==> src/rtl/sdp_core_y_dpsplit_pkg.sv <==
// sdp_core_y_dpsplit_pkg: shared SDP Y-path data-path widths and split-FSM state type
package sdp_core_y_dpsplit_pkg;
    localparam int SDP_DP_IW    = 512;
    localparam int SDP_DP_OW    = 128;
    localparam int SDP_DP_RATIO = SDP_DP_IW / SDP_DP_OW;
    localparam int SDP_DP_CNT_W = $clog2(SDP_DP_RATIO);
    typedef enum logic {ST_EMPTY = 1'b0, ST_SEND = 1'b1} dpsplit_state_e;
endpackage

==> src/rtl/sdp_core_y_dpsplit.sv <==
// sdp_core_y_dpsplit: splits a 512-bit Y-path beat into up to four 128-bit segments, LS first.
// Ports: nvdla_core_clk/nvdla_core_rstn (async active-low); inp_* = wide beat in with
// segment count minus one (inp_nseg); out_* = one segment per cycle, out_last on the final one.
module sdp_core_y_dpsplit
    import sdp_core_y_dpsplit_pkg::*;
#(
    parameter int IW    = SDP_DP_IW,
    parameter int OW    = SDP_DP_OW,
    parameter int CNT_W = SDP_DP_CNT_W
) (
    input  logic             nvdla_core_clk,
    input  logic             nvdla_core_rstn,
    input  logic             inp_pvld,
    output logic             inp_prdy,
    input  logic [IW-1:0]    inp_data,
    input  logic [CNT_W-1:0] inp_nseg,
    output logic             out_pvld,
    input  logic             out_prdy,
    output logic [OW-1:0]    out_data,
    output logic             out_last
);
    localparam int RATIO = IW / OW;
    dpsplit_state_e   r_state, w_next_state;
    logic [IW-1:0]    r_hold_data;
    logic [CNT_W-1:0] r_hold_nseg;
    logic [CNT_W-1:0] r_seg_cnt;
    logic [CNT_W-1:0] w_next_cnt;
    logic             w_hold_vld;
    logic             w_inp_acc;
    logic             w_out_acc;
    logic [OW-1:0]    w_segs [RATIO];
    genvar g;
    generate
        for (g = 0; g < RATIO; g++) begin : g_seg
            assign w_segs[g] = r_hold_data[OW*g +: OW];
        end
    endgenerate
    always_comb begin
        w_hold_vld = (r_state == ST_SEND);
        out_pvld   = w_hold_vld;
        out_last   = w_hold_vld & (r_seg_cnt == r_hold_nseg);
        out_data   = w_segs[r_seg_cnt];
        // Ready is a function of held state and out_prdy only, so the last segment
        // and the next beat's acceptance can share a cycle.
        inp_prdy   = !w_hold_vld | (out_prdy & out_last);
        w_inp_acc  = inp_pvld & inp_prdy;
        w_out_acc  = out_pvld & out_prdy;
        w_next_state = (r_state == ST_EMPTY) ? (w_inp_acc ? ST_SEND : ST_EMPTY)
                     : ((w_out_acc & out_last & !w_inp_acc) ? ST_EMPTY : ST_SEND);
        w_next_cnt = w_inp_acc                ? '0
                   : (w_out_acc & !out_last)  ? r_seg_cnt + 1'b1
                   : (w_out_acc & out_last)   ? '0
                   : r_seg_cnt;
    end
    always_ff @(posedge nvdla_core_clk or negedge nvdla_core_rstn) begin
        if (!nvdla_core_rstn) begin
            r_state     <= ST_EMPTY;
            r_hold_nseg <= '0;
            r_seg_cnt   <= '0;
        end else begin
            r_state     <= w_next_state;
            r_seg_cnt   <= w_next_cnt;
            if (w_inp_acc) r_hold_nseg <= inp_nseg;
        end
    end
    // Payload register carries no reset; it is only observed while out_pvld is high.
    always_ff @(posedge nvdla_core_clk) begin
        if (w_inp_acc) r_hold_data <= inp_data;
    end
endmodule

==> config.mk <==
export PLATFORM = sky130hd
export DESIGN_NAME = sdp_core_y_dpsplit
export DESIGN_NICKNAME = d
export VERILOG_FILES = /design/src/rtl/sdp_core_y_dpsplit_pkg.sv /design/src/rtl/sdp_core_y_dpsplit.sv
export SDC_FILE = /design/constraint.sdc
export NUM_CORES = 1
export LEC_CHECK = 0
export ABC_AREA = 1
export CAP_MARGIN = 5
export CORE_AREA = 2 2 252 254
export CTS_BUF_LIST = sky130_fd_sc_hd__clkbuf_4
export DETAILED_ROUTE_END_ITERATION = 10
export DIE_AREA = 0 0 254 256
export GPL_ROUTABILITY_DRIVEN = 0
export HOLD_SLACK_MARGIN = 0.08
export PLACE_DENSITY = 0.65
export REMOVE_ABC_BUFFERS = 1
export SYNTH_ARGS = -nofsm -noshare
export SYNTH_HDL_FRONTEND = slang
export SYNTH_SLANG_ARGS = --single-unit
==> constraint.sdc <==
create_clock -name nvdla_core_clk -period 29.9 [get_ports nvdla_core_clk]
set_clock_uncertainty 0.1 [all_clocks]
set_input_delay 8.97 -clock nvdla_core_clk [delete_from_list [all_inputs] [get_ports nvdla_core_clk]]
set_output_delay 8.97 -clock nvdla_core_clk [all_outputs]
set_load 0.01 [all_outputs]
* Word level (Yosys, flattened, before mapping)
Index checks and enable logic that the tools add are counted. W data, S select, Z words.
Cells by class: add/subtract/negate cells 1, $lt $le $gt $ge 1, eq/ne operators 1, multiplexer cells 9, bitwise logic cells 9, reductions and logical operators 4
Operator list (number):
- $bmux W128 S2 | 1
- $mux W128 | 2
- $and A1 B1 Y1 | 7
- $mux W2 | 3
- $ge A3 B3 Y1 const B | 1
- $logic_not A1 Y1 | 3
- $mux W1 | 3
- $not A2 Y3 | 1
- $reduce_bool A3 Y1 | 1
- $add A2 B1 Y2 const B | 1
- $eq A2 B2 Y1 | 1
- $or A1 B1 Y1 | 1
Word-level totals: bits in registers 517, output and inout bits 131, logic and storage cells 29

* Longest topological paths before layout
Gate-level depths: netlist of run 1.
word-level depth 9, gate-level depth with buffers 10, mapped depth without buffers 9

* Worst setup path before layout of run 1
No wires, ideal clock.
path kind input -> register, start point input out_prdy, end point register r_hold_data[0] (enable), arrival 19.133 ns, data required time 28.939 ns, setup slack 9.806 ns, cell stages on the path 4, path buffers 0, path through nand3_2 > nand2_2 > nand2_2 > inv_1
On the way: longest elaborated chain between the ends 3
RTL lines:
- from (decl) | line sdp_core_y_dpsplit.sv:18 | input logic out_prdy,
- $and A1 B1 Y1 | line sdp_core_y_dpsplit.sv:45 | inp_prdy = !w_hold_vld | (out_prdy & out_last);
- $or A1 B1 Y1 | line sdp_core_y_dpsplit.sv:45
- via inp_prdy | line sdp_core_y_dpsplit.sv:14 | output logic inp_prdy,
- $and A1 B1 Y1 | line sdp_core_y_dpsplit.sv:46 | w_inp_acc = inp_pvld & inp_prdy;
- via w_inp_acc | line sdp_core_y_dpsplit.sv:29 | logic w_inp_acc;
- to (signal assigned) | line sdp_core_y_dpsplit.sv:68 | if (w_inp_acc) r_hold_data <= inp_data;
- to (decl) | line sdp_core_y_dpsplit.sv:24 | logic [IW-1:0] r_hold_data;
The timed path passes the listed nets, and every way through them passes these cells. A chain may end at the register's enable or synchronous reset.

* Worst setup path in the final report of run 1
start point input out_prdy, end point output inp_prdy
On the way: longest elaborated chain between the ends 2
RTL lines (line):
- $and A1 B1 Y1 | sdp_core_y_dpsplit.sv:45
- $or A1 B1 Y1 | sdp_core_y_dpsplit.sv:45
- to (decl) | sdp_core_y_dpsplit.sv:14
No other way between the ends.

==> summary.txt, run 1 <==
Outcome
  • Outcome: finished clean

Timing
  • Count of final hold-check violations: 0
  • Endpoints failing setup: 0
  • Fin crit period: 19.33 ns
  • Fmax: 51.7 MHz
  • Unrepaired setup endpoints after global routing: false
  • Tcrit/Tclk final: around 65%
  • Final Max Tran Viols: 0
  • Rel. slew slack: 31.7%
  • Setup TNS: 0 ns
  • Worst slew pin tran: about 1.0 ns

Synth
  • Seq/Total Area, Yosys: 80.7%
  • Most common library cells after synthesis: edfxtp_1, nor2_1, o21ai_0
  • Flops & latches, synth: 517
  • Yosys top cell by area: edfxtp_1
  • Warnings from Yosys: 0
  • Yosys cell types: 22
  • Avg Inst Size Synth: between 15 and 20 um2
  • Post-synth EDFFs: 512
  • Mapped Area: 19200 um2
  • Area share of the leading cell type in the synthesized netlist: about four fifths
  • Synth area leaders: edfxtp_1, o21ai_0, nor2_1
  • Most frequent cell after synthesis: edfxtp_1
  • Fraction of registers with async set/reset: 0.967%
  • Ys flop type: edfxtp_1
  • Post-Synthesis Cells: about 1300

Clock tree
  • H-tree levels: 4
  • Post-CTS Hold Buffers: 0
  • CTS max path bufs: 3
  • CTS tree: done
  • Root buffer cell: clkbuf_4
  • Clock transition at path regs: 0.06 ns
  • Postcts setup bufs: 0
  • CTS resizes: 0
  • Latest clock arrival within the worst-skew pair: between 0.9 and 1 ns
  • Clock tree sinks: 517
  • Num CTS Buffers: between 100 and 150

Worst hold path
  • Hold EP: r_hold_nseg[0]
  • Hold Path Depth: 2
  • Min-delay src: r_hold_nseg[0]
  • Hold crit path type: flop to flop

Power and ir drop
  • Cell leakage power: 0.00951 uW
  • P per Cell Area: 92.0 nW/um2
  • Total design power: 2590 uW
  • Max rail drop VDD: 0.0589 mV

Critical path
  • Crit path arrival time: 10.26 ns
  • Reg2Reg Depth: 8
  • Reg2reg start: r_seg_cnt[1]
  • Critical Path Source Type: input pin
  • Crit path capture type: output pin
  • Crit Path Max Fanout: 5
  • Flop2flop setup slack: 24.81 ns
  • Worst r2r dst: r_hold_data[510]
  • Setup CP Type: input pin to output pin
  • Req. time, crit path: 20.83 ns

Finish
  • Layout cell share with drive strength beyond 1: roughly an eighth
  • Nets: 2508
  • Area growth from synthesis to layout: 46.7%
  • Non-Filler Instances: 2941

Detailed routing
  • Via-to-Cell Ratio: between 4 and 5
  • DRT Wirelength: 56.9 mm
  • Routed len/inst: 19.4 um
  • Iteration count of the initial detailed-routing pass: 7
  • DR iter-0 viols: 849
  • Residual DRC: 0
  • Vias: about 14000
  • Final ANT Viol Nets: 0

Die
  • Die Width: 254 um
  • Core Area: between 60000 and 70000 um2
  • IO Pins: roughly 650
  • Die Height: roughly 260 um
  • Die area: around 65000 um2
  • Initial Utilization: 30.8%
  • Row Count: 92

Global route
  • Pin count of the biggest net entering global routing: 166
  • Met2 Use GR: 28.6%
  • GR Util met1: 17.7%
  • Total GRT Usage: 17.0%
  • Routing usage on met3: 7.36%
  • Global route hottest layer: met2
  • Vias in the first global route: about 14000
  • Global route overflow: 0
  • First-pass GRT wire length: 82.0 mm
  • Initial antenna violation count: 11

Placed design
  • DP HPWL: 38.2 mm
  • Buffers on Ports: 648
  • Total placed cells including tap cells: approximately 2700

Job
  • Max_cap viols: 0
## layout make-up
class / count / area (um2)
fill: 5735 / 34200
sequential: 517 / 15500
timing repair buffer: 661 / 6600
multi-input combinational: 663 / 3160
clock buffer: 202 / 1520
tap: 846 / 1060
clock inverter: 34 / 262
inverter: 7 / 43.8
antenna: 11 / 27.5
## where the power goes
group | switching [uW] | leakage [uW] | internal [uW]
Clock | 292 | 0.00106 | 344
Sequential | 56.0 | 0.00477 | 1010
Combinational | 512 | 0.00368 | 374
Total | 860 | 0.00951 | 1730
## registers in the layout, indices dropped and copies added, names as in the netlist
signal	flops
r_seg_cnt	2
r_hold_data	512
r_hold_nseg	2
out_pvld	1
## through the flow
stage | instance area (um2) | utilization, % | hold slack (ns) | setup WS, ns
finish | 28200 | 45.2 | 0.402 | 10.57
global route | 28200 | 45.2 | 0.435 | 10.53
CTS | 28100 | 45.1 | 0.399 | 10.58
detailed placement | 26400 | 42.3 | 0.380 | 10.59
global placement | 26400 | 42.3 | 0.361 | 10.59
floorplan | 18700 | - | 0.342 | 9.80
## critical path: stages
cell and delay [ns]:
clkdlybuf4s50_1 0.53, nand3_2 0.10, nand2_2 0.11, clkdlybuf4s50_1 0.55
## metal layers
layer / wire, um / vias to the layer above
li1: - / 6360
met1: 20400 / 6595
met2: 28600 / 619
met3: 5860 / 118
met4: 2000 / 4
met5: 33 / -
## cell families after synthesis
group	synth area share, %
simple gates	5.47
buf+inv	2.82
xor+xnor	0.0912
flops	80.7
compound gates	10.9
## worst max-delay path by stage
| stage | startpoint | slack [ns] | end |
|---|---|---|---|
| after floorplan | out_prdy | 9.80 | r_hold_data[0] |
| after global placement | out_prdy | 10.59 | inp_prdy |
| after detailed placement | out_prdy | 10.59 | inp_prdy |
| after CTS | out_prdy | 10.58 | inp_prdy |
| after global routing | out_prdy | 10.53 | inp_prdy |
| final | out_prdy | 10.57 | inp_prdy |
## layout by cell type (no fill, tap or decap), drive strengths merged, types with 2 or more instances in the layout
cell           count
buf               13
bufinv             4
clkbuf           202
clkdlybuf4s50    648
clkinv            24
clkinvlp           2
dfrtp              5
diode             11
edfxtp           512
inv               11
nand2             11
nand3              5
nor2             258
o21ai            259
o22ai            128
Note: power is estimated with default switching activity, not from simulation.
==> run 2, diff against run 1 <==
- CORE_AREA: 2 2 252 254 -> 2 2 256 258
- DIE_AREA: 0 0 254 256 -> 0 0 258 260
- PLACE_DENSITY: 0.65 -> 0.66
- clock period: 29.9 -> 17.07 ns (I/O delays scaled with it)
==> run 2 against run 1 <==
  * Critical path type unchanged
  * Largest cell class unchanged
  * First-iteration DRC count rose by 30%
  * Sequential power rose by 75%
  * Wire length fell by 1.4%
==> summary.txt, run 2 (synthesized netlist as in run 1, its figures left out) <==
Placed design
  • Pre-CTS WS: 5.46 ns (was 10.59 ns)
  • Buffers on Ports: 648 (unchanged)
  • DP HPWL: 37.2 mm (was 38.2 mm)

Worst hold path
  • Hold EP: r_hold_nseg[0] (unchanged)
  • Hold Path Depth: 2 (unchanged)
  • Min-delay src: r_hold_nseg[0] (unchanged)
  • Hold crit path type: flop to flop (unchanged)

Timing
  • Fmax: 86.1 MHz
  • Final Max Tran Viols: 0 (unchanged)
  • Count of final hold-check violations: 0 (unchanged)
  • Worst slew pin tran: 1.08 ns (was 1.03 ns)
  • Endpoints failing setup: 0 (unchanged)
  • Rel. slew slack: 28.2% (was 31.7%)
  • Setup TNS: 0 ns (unchanged)
  • Setup slack after layout: 5.46 ns (was 10.57 ns)
  • Tcrit/Tclk final: 68.0%
  • Fin crit period: 11.61 ns
  • Unrepaired setup endpoints after global routing: false (unchanged)

Clock tree
  • Post-CTS Hold Buffers: 0 (unchanged)
  • Num CTS Buffers: 145 (was 140)
  • Latest clock arrival within the worst-skew pair: 0.91 ns (about the same)
  • Clock transition at path regs: 0.06 ns (about the same)
  • Root buffer cell: clkbuf_4 (unchanged)
  • CTS tree: done (unchanged)
  • CTS resizes: 0 (unchanged)
  • CTS max path bufs: 3 (unchanged)
  • H-tree levels: 4 (unchanged)
  • Clock tree sinks: 517 (unchanged)
  • Postcts setup bufs: 0 (unchanged)

Critical path
  • Crit path arrival time: 6.39 ns (was 10.26 ns)
  • Reg2reg start: r_seg_cnt[0] (was r_seg_cnt[1])
  • Worst Path Buf+Inv: 2 (unchanged)
  • Req. time, crit path: 11.85 ns (was 20.83 ns)
  • CP dominant cell by count: clkdlybuf4s50_1 (unchanged)
  • CP max-delay cell: clkdlybuf4s50_1 (unchanged)
  • Critical Path Source Type: input pin (unchanged)
  • Setup CP Type: input pin to output pin (unchanged)
  • Crit Path Max Fanout: 5 (unchanged)
  • Crit-path max cell delay: 0.56 ns (was 0.55 ns)
  • Flop2flop setup slack: 12.41 ns (was 24.81 ns)
  • Reg2Reg Depth: 9 (was 8)
  • Crit path capture type: output pin (unchanged)
  • CP delay by family, top: buffers and inverters (unchanged)
  • Critical path cell sequence: clkdlybuf4s50_1 -> nand3_2 -> nand2_2 -> clkdlybuf4s50_1 (unchanged)
  • Worst r2r dst: r_hold_data[59] (was r_hold_data[510])

Power and ir drop
  • Comb pwr share: 34.1% (was 34.2%)
  • P per Cell Area: 161 nW/um2 (was 92.0 nW/um2)
  • Seq pwr share: 41.3% (about the same)
  • Clk pwr share: 24.6% (about the same)
  • Net Sw Frac: 33.2% (about the same)
  • Cell internal pwr: 3030 uW (was 1730 uW)
  • Cell leakage power: 0.00953 uW (was 0.00951 uW)
  • Max rail drop VDD: 0.102 mV (was 0.0589 mV)
  • Switching Power: 1510 uW (was 860 uW)

Detailed routing
  • DRT Wirelength: 56.1 mm (was 56.9 mm)
  • Met3 wire length: 4.95 mm (was 5.86 mm)
  • Final ANT Viol Nets: 0 (unchanged)
  • Routed len/inst: 19.0 um (was 19.4 um)
  • Via-to-Cell Ratio: 4.65 (was 4.66)
  • Vias: 13765 (was 13696)
  • Post-Route M1 WL: 20.2 mm (was 20.4 mm)
  • Iteration count of the initial detailed-routing pass: 5 (was 7)
  • Highest routed metal layer: met4 (was met5)
  • DR iter-0 viols: 1103 (was 849)
  • Met2 WL: 28.9 mm (was 28.6 mm)
  • Residual DRC: 0 (unchanged)

Finish
  • Commonest non-fill, non-tap cells in the layout: clkdlybuf4s50_1, edfxtp_1, nor2_1 (unchanged)
  • Max reg flops: 512 (unchanged)
  • Area growth from synthesis to layout: 47.0% (was 46.7%)
  • Nets: 2512 (was 2508)
  • Most common cell after layout, fill and taps aside: clkdlybuf4s50_1 (unchanged)
  • Largest registers: r_hold_data: 512 flops, r_hold_nseg: 2 flops, r_seg_cnt: 2 flops (unchanged)
  • Top reg by flops: r_hold_data (unchanged)
  • Layout cell share with drive strength beyond 1: 11.9% (was 11.8%)

Global route
  • Vias in the first global route: 14460 (was 14173)
  • First-pass GRT wire length: 82.6 mm (was 82.0 mm)
  • Global route overflow: 0 (unchanged)
  • Initial antenna violation count: 6 (was 11)
  • Total GRT Usage: 16.3% (was 17.0%)
  • Pin count of the biggest net entering global routing: 189 (was 166)

Die
  • Die Width: 258 um (was 254 um)
  • Core Area: 64100 um2 (was 62400 um2)
  • Die area: 67100 um2 (was 65000 um2)
  • IO Pins: 649 (unchanged)
  • Initial Utilization: 30.0% (was 30.8%)
  • Row Count: 93 (was 92)
  • Die Height: 260 um (was 256 um)

Outcome
  • Outcome: finished clean (unchanged)

Job
  • Max_cap viols: 0 (unchanged)
-- run 2: changes by cell type in the layout (fill, tap and decap cells not counted), moves of 4 or more --
cell,previous run,this run
clkbuf_4,202,213
clkinv_1,14,23
clkinv_2,9,2
clkinv_4,1,5
diode_2,11,6
-- run 2: final cells by class --
cell class / instances / area [um2]
clock inverter: 37 / 226
multi-input combinational: 663 / 3160
sequential: 517 / 15500
antenna: 6 / 15.0
tap: 855 / 1070
fill: 5779 / 35900
clock buffer: 213 / 1600
timing repair buffer: 660 / 6600
inverter: 7 / 43.8
-- run 2: worst max-delay path by stage --
stage	to	slack (ns)	from	cells after the start
after floorplan	r_hold_data[0]	0.82	out_prdy	4
after global placement	inp_prdy	5.46	out_prdy	4
after detailed placement	inp_prdy	5.46	out_prdy	4
after CTS	inp_prdy	5.46	out_prdy	4
after global routing	inp_prdy	5.42	out_prdy	4
final	inp_prdy	5.46	out_prdy	4
-- run 2: routing by layer --
layer / global-route usage [%] / vias up
met2: 28.2 / 662
met5: 0 / -
met3: 5.99 / 126
met1: 17.4 / 6600
met4: 8.56 / 0
li1: - / 6377
-- run 2: power by group through the flow --
| stage | clock network [uW] | registers, uW | logic (uW) |
|---|---|---|---|
| 6_report | 1120 | 1870 | 1550 |
| 4_1_cts | 1160 | 1880 | 1570 |
| 5_1_grt | 1230 | 1900 | 1670 |
| 3_5_place_dp | 0 | 1900 | 1560 |
| 3_3_place_gp | 0 | 1890 | 1530 |
| 2_1_floorplan | 0 | 2090 | 676 |
-- run 2: metrics by stage --
step	cell area (um2)	hold WS [ns]	power (uW)	utilization (%)	instances
finish	28200	0.382	4540	44.0	2958
CTS	28200	0.377	4610	44.0	2952
floorplan	18700	0.342	2770	-	1187
global placement	26400	0.358	3420	41.2	2702
global route	28200	0.397	4800	44.0	2958
detailed placement	26400	0.365	3460	41.2	2702
-- run 2: worst reg2reg max path, delay by kind of cell, from the launching register on --
kind / cells / cell delay [ns]
buffers and inverters: 4 / 2.49
flip-flops: 1 / 0.77
AND/OR/NAND/NOR: 5 / 0.62
